$ cat src/rtl/cpu_pkg.sv
// -----------------------------------------------------------------------------
// cpu_pkg
//
// Shared definitions for the RISC-V pipeline front end and control path.
//   - NOP_INSTR      : canonical bubble instruction (addi x0, x0, 0)
//   - opcode_e       : the base opcodes recognised by control_unit
//   - aluop_e        : ALUOp encodings passed from control_unit to the ALU decoder
//   - instr_opcode() : extracts the 7-bit major opcode from an instruction word
// -----------------------------------------------------------------------------
package cpu_pkg;

    localparam int INSTR_W  = 32;
    localparam int OPCODE_W = 7;

    // addi x0, x0, 0 -- architecturally a no-op, and its opcode (ALU_I) keeps
    // control_unit on a path with no memory or register side effects.
    localparam logic [INSTR_W-1:0] NOP_INSTR = 32'h0000_0013;

    typedef enum logic [OPCODE_W-1:0] {
        OPC_LOAD      = 7'b0000011,
        OPC_ALU_I     = 7'b0010011,
        OPC_STORE     = 7'b0100011,
        OPC_ALU_R     = 7'b0110011,
        OPC_BRANCH_EQ = 7'b1100011,
        OPC_JUMP      = 7'b1101111
    } opcode_e;

    // ADD for address generation (load/store/jump), SUB for branch compare,
    // FUNCT when the ALU decoder must look at funct3/funct7.
    typedef enum logic [1:0] {
        ALUOP_ADD   = 2'b00,
        ALUOP_SUB   = 2'b01,
        ALUOP_FUNCT = 2'b10
    } aluop_e;

    function automatic logic [OPCODE_W-1:0] instr_opcode(input logic [INSTR_W-1:0] instr);
        return instr[OPCODE_W-1:0];
    endfunction

endpackage

$ cat src/rtl/fetch_stage.sv
// -----------------------------------------------------------------------------
// fetch_stage
//
// Instruction fetch for the RISC-V pipeline. Owns the PC, drives a ROM with a
// one-cycle read latency and presents {instr, pc, valid} to the IF/ID boundary.
// Decode stalls are absorbed by a one-entry hold buffer; redirects (taken
// branch / jump) reload the PC and cost one bubble.
//
// Ports
//   clk          in   clock, all state on rising edge
//   rst          in   synchronous active-high reset
//   stall_id     in   decode cannot accept; keep outputs stable
//   redirect_en  in   load redirect_pc (wins over stall_id)
//   redirect_pc  in   redirect byte address, bits [1:0] ignored
//   imem_addr    out  ROM word address = pc_q[IMEM_ADDR_W+1:2]
//   imem_rdata   in   ROM data for the address presented last cycle
//   if_id_instr  out  instruction to decode (NOP when not valid)
//   if_id_pc     out  PC of if_id_instr
//   if_id_valid  out  if_id_instr is a real instruction
//   opcode       out  if_id_instr[6:0], to control_unit
// -----------------------------------------------------------------------------
module fetch_stage
    import cpu_pkg::*;
#(
    parameter int                DATA_W      = 32,
    parameter int                IMEM_ADDR_W = 10,
    parameter logic [DATA_W-1:0] RESET_PC    = {DATA_W{1'b0}}
) (
    input  logic                   clk,
    input  logic                   rst,
    input  logic                   stall_id,
    input  logic                   redirect_en,
    input  logic [DATA_W-1:0]      redirect_pc,
    output logic [IMEM_ADDR_W-1:0] imem_addr,
    input  logic [DATA_W-1:0]      imem_rdata,
    output logic [DATA_W-1:0]      if_id_instr,
    output logic [DATA_W-1:0]      if_id_pc,
    output logic                   if_id_valid,
    output logic [6:0]             opcode
);

    // pc_q      : next address to request from the ROM
    // req_*_q   : instruction whose data is on imem_rdata (or in the buffer)
    // hold_*_q  : copy of imem_rdata taken on the first stalled edge, because
    //             the ROM output moves on to the next word while we wait
    logic [DATA_W-1:0] pc_q;
    logic [DATA_W-1:0] req_pc_q;
    logic              req_valid_q;
    logic [DATA_W-1:0] hold_instr_q;
    logic              hold_valid_q;

    logic [DATA_W-1:0] redirect_target;
    logic              redirect_lsb_unused;

    assign redirect_target     = {redirect_pc[DATA_W-1:2], 2'b00};
    assign redirect_lsb_unused = ^redirect_pc[1:0];

    // ---- fetch request / IF-ID state ----
    always_ff @(posedge clk) begin
        if (rst) begin
            pc_q         <= RESET_PC;
            req_pc_q     <= RESET_PC;
            req_valid_q  <= 1'b0;
            hold_instr_q <= {DATA_W{1'b0}};
            hold_valid_q <= 1'b0;
        end else if (redirect_en) begin
            // The word arriving next cycle belongs to the old path; marking
            // the request invalid turns it into the bubble.
            pc_q         <= redirect_target;
            req_valid_q  <= 1'b0;
            hold_valid_q <= 1'b0;
        end else if (stall_id) begin
            // pc_q is held, so the ROM keeps re-reading the word after the
            // held one; on release that word lines up with req_pc_q <= pc_q.
            if (!hold_valid_q) begin
                hold_instr_q <= imem_rdata;
                hold_valid_q <= 1'b1;
            end
        end else begin
            pc_q         <= pc_q + DATA_W'(4);
            req_pc_q     <= pc_q;
            req_valid_q  <= 1'b1;
            hold_valid_q <= 1'b0;
        end
    end

    // ---- IF/ID outputs ----
    assign imem_addr = pc_q[IMEM_ADDR_W+1:2];

    always_comb begin
        if_id_instr = DATA_W'(NOP_INSTR);
        if (req_valid_q) begin
            if_id_instr = hold_valid_q ? hold_instr_q : imem_rdata;
        end
    end

    assign if_id_pc    = req_pc_q;
    assign if_id_valid = req_valid_q;
    assign opcode      = if_id_instr[6:0];

endmodule

$ cat config.mk
export PLATFORM = sky130hd
export DESIGN_NAME = fetch_stage
export DESIGN_NICKNAME = d
export VERILOG_FILES = /design/src/rtl/cpu_pkg.sv /design/src/rtl/fetch_stage.sv
export SDC_FILE = /design/constraint.sdc
export NUM_CORES = 1
export LEC_CHECK = 0
export ABC_AREA = 0
export CORE_MARGIN = 2
export CORE_UTILIZATION = 50
export CTS_CLUSTER_DIAMETER = 50
export DETAILED_ROUTE_END_ITERATION = 7
export PLACE_DENSITY_LB_ADDON = 0.12
export SYNTH_ARGS = -nofsm -noshare
export SYNTH_HDL_FRONTEND = slang
export SYNTH_SLANG_ARGS = --single-unit
$ cat constraint.sdc
create_clock -name clk -period 3.7 [get_ports clk]
set_input_delay 0.37 -clock clk [delete_from_list [all_inputs] [get_ports clk]]
set_output_delay 0.37 -clock clk [all_outputs]
set_load 0.02 [all_outputs]
; ---- Word-level counts from Yosys, hierarchy flattened
; Index checks and enable logic that the tools add are counted.
[totals]
ff_bits = 98
latch_bits = 0
ramBits = 0
romBits = 0
inputBits = 68
wordCells = 18
mem_count = 0
[op_classes]
add_sub_neg = 1
multipliers = 0
div = 0
order_cmp = 0
eq_ne = 1
n_shift = 0
mux = 5
bitwise = 2
reduce_logical = 3
[op_table]
columns = cell, count
row1 = $mux W32, 4
row2 = $add A32 B3 Y32 const B, 1
row3 = $reduce_and A2 Y1, 2
row4 = $ne A2 B1 Y1 const B, 1
row5 = $not A1 Y1, 2
row6 = $reduce_or A2 Y1, 1
row7 = $mux W1, 1

; ---- Longest topological paths before layout
[logic_depth]
word_depth = 3
ltp_mapped = 7

; ---- Worst setup path after synthesis
; Ideal clock, no wire load.
[synth_timing]
path_kind = register to output
startpoint = register hold_valid_q
endpoint = output opcode[3]
arrival_ns = 1.662
slack_ns = 1.668
stages_incl_launch_ff = 6
path_buffers = 3
cell_sequence = dfxtp_1 > clkbuf_1 > buf_1 > mux2i_1 > nor2_1 > buf_4
[synth_between]
elab_chain_len = 2
[synth_rtl]
columns = item, line_no
row1 = start: declaration, fetch_stage.sv:50  ; logic hold_valid_q;
row2 = start signal: assignment, fetch_stage.sv:65  ; hold_valid_q <= 1'b0;
row3 = start signal: assignment, fetch_stage.sv:71  ; hold_valid_q <= 1'b0;
row4 = start signal: assignment, fetch_stage.sv:77  ; hold_valid_q <= 1'b1;
row5 = $mux W32, n/a
row6 = $mux W32, fetch_stage.sv:92  ; if (req_valid_q) begin
row7 = end: declaration, fetch_stage.sv:39  ; output logic [6:0] opcode
; No other way between the ends.

; ---- Worst setup path after layout
; Ends and elaborated chain as after synthesis.

==> impl_metrics.xml <==
<?xml version="1.0" encoding="UTF-8"?>
<metrics>
  <group name="worst_hold_path">
    <metric name="holdCritPathClass" unit="">flip-flop to flip-flop</metric>
  </group>
  <group name="timing">
    <metric name="timing.final.crit_share" unit="%">73.8</metric>
    <metric name="fin_tns_setup" unit="ns">0</metric>
    <metric name="finalWorstSetupSlack" unit="ns">0.971</metric>
    <metric name="timing.final.max_slew_violations" unit="">0</metric>
    <metric name="min_period" unit="ns">2.73</metric>
    <metric name="worst_setup_skew_after_layout" unit="ns">0.00922</metric>
    <metric name="fmax" unit="MHz">366</metric>
    <metric name="slew-limit-headroom" unit="%">27.9</metric>
    <metric name="finalSetupViolCount" unit="">0</metric>
    <metric name="rsz0062_at_grt" unit="">no</metric>
    <metric name="timing_worst_slew_pin_value" unit="ns">1.08</metric>
    <metric name="hold_violations" unit="">0</metric>
  </group>
  <group name="floorplan">
    <metric name="core_area" unit="mm2">0.00906</metric>
    <metric name="placementRows" unit="">35</metric>
    <metric name="fp.dieArea" unit="mm2">0.0100</metric>
    <metric name="top_level_ports" unit="">150</metric>
    <metric name="initial_core_util" unit="%">50.8</metric>
    <metric name="vertical_extent_of_the_die" unit="um">100</metric>
    <metric name="dieWidth" unit="um">100</metric>
  </group>
  <group name="synth">
    <metric name="synth-async-reset-ratio" unit="%">0</metric>
    <metric name="syn_inst" unit="">596</metric>
    <metric name="synth_sequential_area_ratio" unit="%">40.9</metric>
    <metric name="synth_enable_flop_cells" unit="">0</metric>
    <metric name="synth.area.mux_share" unit="%">7.61</metric>
    <metric name="ys_ff_latch" unit="">94</metric>
    <metric name="ys_types" unit="">54</metric>
    <metric name="synth_area_per_cell" unit="um2">7.73</metric>
    <metric name="synth-simple-area-share" unit="%">27.2</metric>
    <metric name="share_of_the_synthesized_area_in_compound_gates_ao_oa_aoi_oai" unit="%">15.4</metric>
    <metric name="yosys_warnings" unit="">0</metric>
    <metric name="synthAdderAreaFrac" unit="%">0.272</metric>
    <metric name="combinational_family_with_the_most_area_after_synthesis" unit="">simple AND/OR/NAND/NOR gates</metric>
    <metric name="synth-xor-area-share" unit="%">1.33</metric>
    <metric name="synth_top_flop_cell" unit="">sky130_fd_sc_hd__dfxtp_1</metric>
    <metric name="syn-cell-area" unit="mm2">0.00461</metric>
  </group>
  <group name="global_routing">
    <metric name="number_of_antenna_violations_at_the_first_check_in_global_routing" unit="">0</metric>
    <metric name="grt_first_pass_wirelength" unit="mm">19.6</metric>
    <metric name="grt_max_degree" unit="">50</metric>
    <metric name="first_global_vias" unit="">4046</metric>
    <metric name="grt-ovfl-total" unit="">0</metric>
    <metric name="global_route.usage.total" unit="%">24.2</metric>
  </group>
  <group name="place">
    <metric name="routabilityCongestion" unit="">0.890</metric>
    <metric name="place.port_buffers" unit="">145</metric>
    <metric name="dpl_worst_slack" unit="ns">0.797</metric>
    <metric name="place.detailed.instances" unit="">795</metric>
    <metric name="detailedPlacementHpwl" unit="mm">8.60</metric>
  </group>
  <group name="flow_run">
    <metric name="max_cap_check_violation_count" unit="">0</metric>
  </group>
  <group name="cells_and_area">
    <metric name="nets" unit="">764</metric>
    <metric name="layout_cells_sized_above_1" unit="%">4.14</metric>
    <metric name="utilization" unit="%">67.9</metric>
    <metric name="nFillCells" unit="">791</metric>
    <metric name="syn2layout_area_growth" unit="%">33.7</metric>
    <metric name="multi_input_comb_area" unit="mm2">0.00240</metric>
    <metric name="ff_latch_area" unit="mm2">0.00188</metric>
    <metric name="non_filler_cells_final" unit="">811</metric>
    <metric name="num_antenna_cells" unit="">0</metric>
  </group>
  <group name="clock_network">
    <metric name="clkSlewWorstSetupHoldPaths" unit="ns">0.09</metric>
    <metric name="htree_num_levels" unit="">3</metric>
    <metric name="cts_resized" unit="">0</metric>
    <metric name="holdBufCountCts" unit="">0</metric>
    <metric name="clock_insertion_delay_worst_skew" unit="ns">0.36</metric>
    <metric name="cts_tree" unit="">built</metric>
    <metric name="max-clock-path-buffers" unit="">2</metric>
    <metric name="tritoncts.num_buffers" unit="">9</metric>
    <metric name="cts_root_buffer" unit="">sky130_fd_sc_hd__clkbuf_8</metric>
    <metric name="postCtsSetupRepairBufs" unit="">0</metric>
    <metric name="clock_sinks" unit="">94</metric>
  </group>
  <group name="routing">
    <metric name="via_to_cell_ratio" unit="">5.53</metric>
    <metric name="detail_route.wirelength" unit="mm">12.3</metric>
    <metric name="wl_per_cell" unit="um">15.2</metric>
    <metric name="remaining_drc_errors" unit="">0</metric>
    <metric name="firstDrtPassIters" unit="">4</metric>
    <metric name="detailroute.via_count" unit="">4483</metric>
    <metric name="ant_nets" unit="">0</metric>
    <metric name="drt-initial-drc-count" unit="">195</metric>
  </group>
  <group name="worst_setup_path">
    <metric name="critical_path_arrival" unit="ns">2.36</metric>
    <metric name="critPathRequiredTime" unit="ns">3.33</metric>
    <metric name="timing.critical_path.to_type" unit="">output port</metric>
    <metric name="timing.critical_path.from_type" unit="">flip-flop</metric>
    <metric name="path_max_fanout" unit="">33</metric>
    <metric name="critical_path_class" unit="">flip-flop to output port</metric>
  </group>
  <group name="power_and_ir_drop">
    <metric name="irDropWorstVdd" unit="uV">228</metric>
    <metric name="power.density" unit="mW/mm2">365</metric>
    <metric name="fin_total_pwr" unit="mW">2.25</metric>
    <metric name="static_leakage_power" unit="nW">2.11</metric>
  </group>
  <group name="run_status">
    <metric name="status" unit="">finished, final reports clean</metric>
  </group>
</metrics>
## final timing paths
| kind | start | to | slack, ns | depth (start not counted) |
|---|---|---|---|---|
| max | hold_valid_q | opcode[3] | 0.97 | 3 |
| min | hold_instr_q[3] | hold_instr_q[3] | 0.46 | 2 |
| max reg2reg | hold_valid_q | hold_instr_q[7] | 1.39 | 4 |
| min reg2reg | hold_instr_q[3] | hold_instr_q[3] | 0.46 | 2 |
## cells by family (layout without fill, tap and decap cells)
kind of cell | after synthesis | in the layout
AOI/OAI and AO/OA | 116 | 116
xor gates and xnor gates | 7 | 7
adders and majority gates | 1 | 1
buffers and inverters | 69 | 172
DFF | 94 | 94
muxes | 35 | 35
other | 1 | 2
and+or+nand+nor | 273 | 273
## through the flow
stage | instance area (um2) | hold slack [ns]
floorplan | 4610 | 0.436
global placement | 5920 | 0.441
detailed placement | 5920 | 0.446
CTS | 6160 | 0.459
global route | 6160 | 0.477
finish | 6160 | 0.459
## synthesized netlist by cell type (2+ instances only)
| cell type | n | area, um2 |
|---|---|---|
| sky130_fd_sc_hd__nand2_1 | 148 | 556 |
| sky130_fd_sc_hd__dfxtp_1 | 94 | 1880 |
| sky130_fd_sc_hd__a21oi_1 | 68 | 340 |
| sky130_fd_sc_hd__nor2_1 | 50 | 188 |
| sky130_fd_sc_hd__clkbuf_1 | 36 | 135 |
| sky130_fd_sc_hd__mux2i_1 | 35 | 350 |
| sky130_fd_sc_hd__buf_4 | 19 | 143 |
| sky130_fd_sc_hd__o21ai_0 | 13 | 65.1 |
| sky130_fd_sc_hd__nand3_1 | 11 | 55.1 |
| sky130_fd_sc_hd__nand4_1 | 9 | 56.3 |
| sky130_fd_sc_hd__or4_1 | 8 | 60.1 |
| sky130_fd_sc_hd__a311oi_1 | 6 | 52.6 |
| sky130_fd_sc_hd__and3_1 | 6 | 37.5 |
| sky130_fd_sc_hd__inv_1 | 6 | 22.5 |
| sky130_fd_sc_hd__nor4_1 | 6 | 37.5 |
| sky130_fd_sc_hd__or3_1 | 6 | 37.5 |
| sky130_fd_sc_hd__a211oi_1 | 5 | 37.5 |
| sky130_fd_sc_hd__and4_1 | 5 | 43.8 |
| sky130_fd_sc_hd__buf_1 | 5 | 18.8 |
| sky130_fd_sc_hd__nor2b_1 | 5 | 31.3 |
| sky130_fd_sc_hd__o31ai_1 | 4 | 30.0 |
| sky130_fd_sc_hd__xor2_1 | 4 | 35.0 |
| sky130_fd_sc_hd__a32oi_1 | 3 | 26.3 |
| sky130_fd_sc_hd__buf_2 | 3 | 15.0 |
| sky130_fd_sc_hd__nor3_1 | 3 | 15.0 |
| sky130_fd_sc_hd__o2111a_1 | 3 | 33.8 |
| sky130_fd_sc_hd__xnor2_1 | 3 | 26.3 |
| sky130_fd_sc_hd__a2111oi_0 | 2 | 17.5 |
| sky130_fd_sc_hd__a21boi_0 | 2 | 15.0 |
| sky130_fd_sc_hd__nor3b_1 | 2 | 15.0 |
| sky130_fd_sc_hd__o211a_1 | 2 | 20.0 |
| sky130_fd_sc_hd__or4b_1 | 2 | 20.0 |
## final cells by class
class,count,area share [%]
repair buffers,150,24.1
clock inverters,5,1.32
well taps,111,2.26
inverters,6,0.366
clock buffers,11,2.46
flip-flops and latches,94,30.6
multi-input cells,434,38.9
## cells in the final DEF, fill, tap and decap left out, types with 8 or more instances in the layout
| cell type | netlist | routed |
|---|---|---|
| sky130_fd_sc_hd__o21ai_0 | 13 | 13 |
| sky130_fd_sc_hd__dfxtp_1 | 94 | 93 |
| sky130_fd_sc_hd__nand3_1 | 11 | 11 |
| sky130_fd_sc_hd__nor2_1 | 50 | 49 |
| sky130_fd_sc_hd__mux2i_1 | 35 | 35 |
| sky130_fd_sc_hd__a21oi_1 | 68 | 68 |
| sky130_fd_sc_hd__clkdlybuf4s50_1 | 0 | 144 |
| sky130_fd_sc_hd__clkbuf_8 | 0 | 11 |
| sky130_fd_sc_hd__nand4_1 | 9 | 9 |
| sky130_fd_sc_hd__nand2_1 | 148 | 148 |
| sky130_fd_sc_hd__or4_1 | 8 | 8 |
## routing by layer
| metal | global-route usage [%] | vias to the layer above | part of all wire, % | wire length [um] |
|---|---|---|---|---|
| met1 | 32.2 | 2087 | 44 | 5460 |
| li1 | - | 2244 | - | - |
| met5 | 0 | - | 0 | 0 |
| met4 | 6.22 | 0 | 0.75 | 93 |
| met2 | 40.9 | 145 | 49 | 6060 |
| met3 | 4.04 | 7 | 5.7 | 706 |
## state kept, by name (all words and copies together), names as in the netlist
name / flops
if_id_valid: 1
hold_valid_q: 1
hold_instr_q: 32
pc_q: 30
if_id_pc: 30
## power by group
group,switching [mW],internal [mW],leakage (nW),total (mW)
clock network,0.359,0.418,0.116,0.776
logic,0.174,0.178,1.23,0.351
registers,0.0573,1.06,0.771,1.12
## critical path, stage by stage, from the launching register on
cell,delay [ns]
sky130_fd_sc_hd__dfxtp_2,1.00
sky130_fd_sc_hd__mux2i_1,0.17
sky130_fd_sc_hd__nor2_1,0.18
sky130_fd_sc_hd__clkdlybuf4s50_1,0.64
Power figures use the tool's default switching activity.
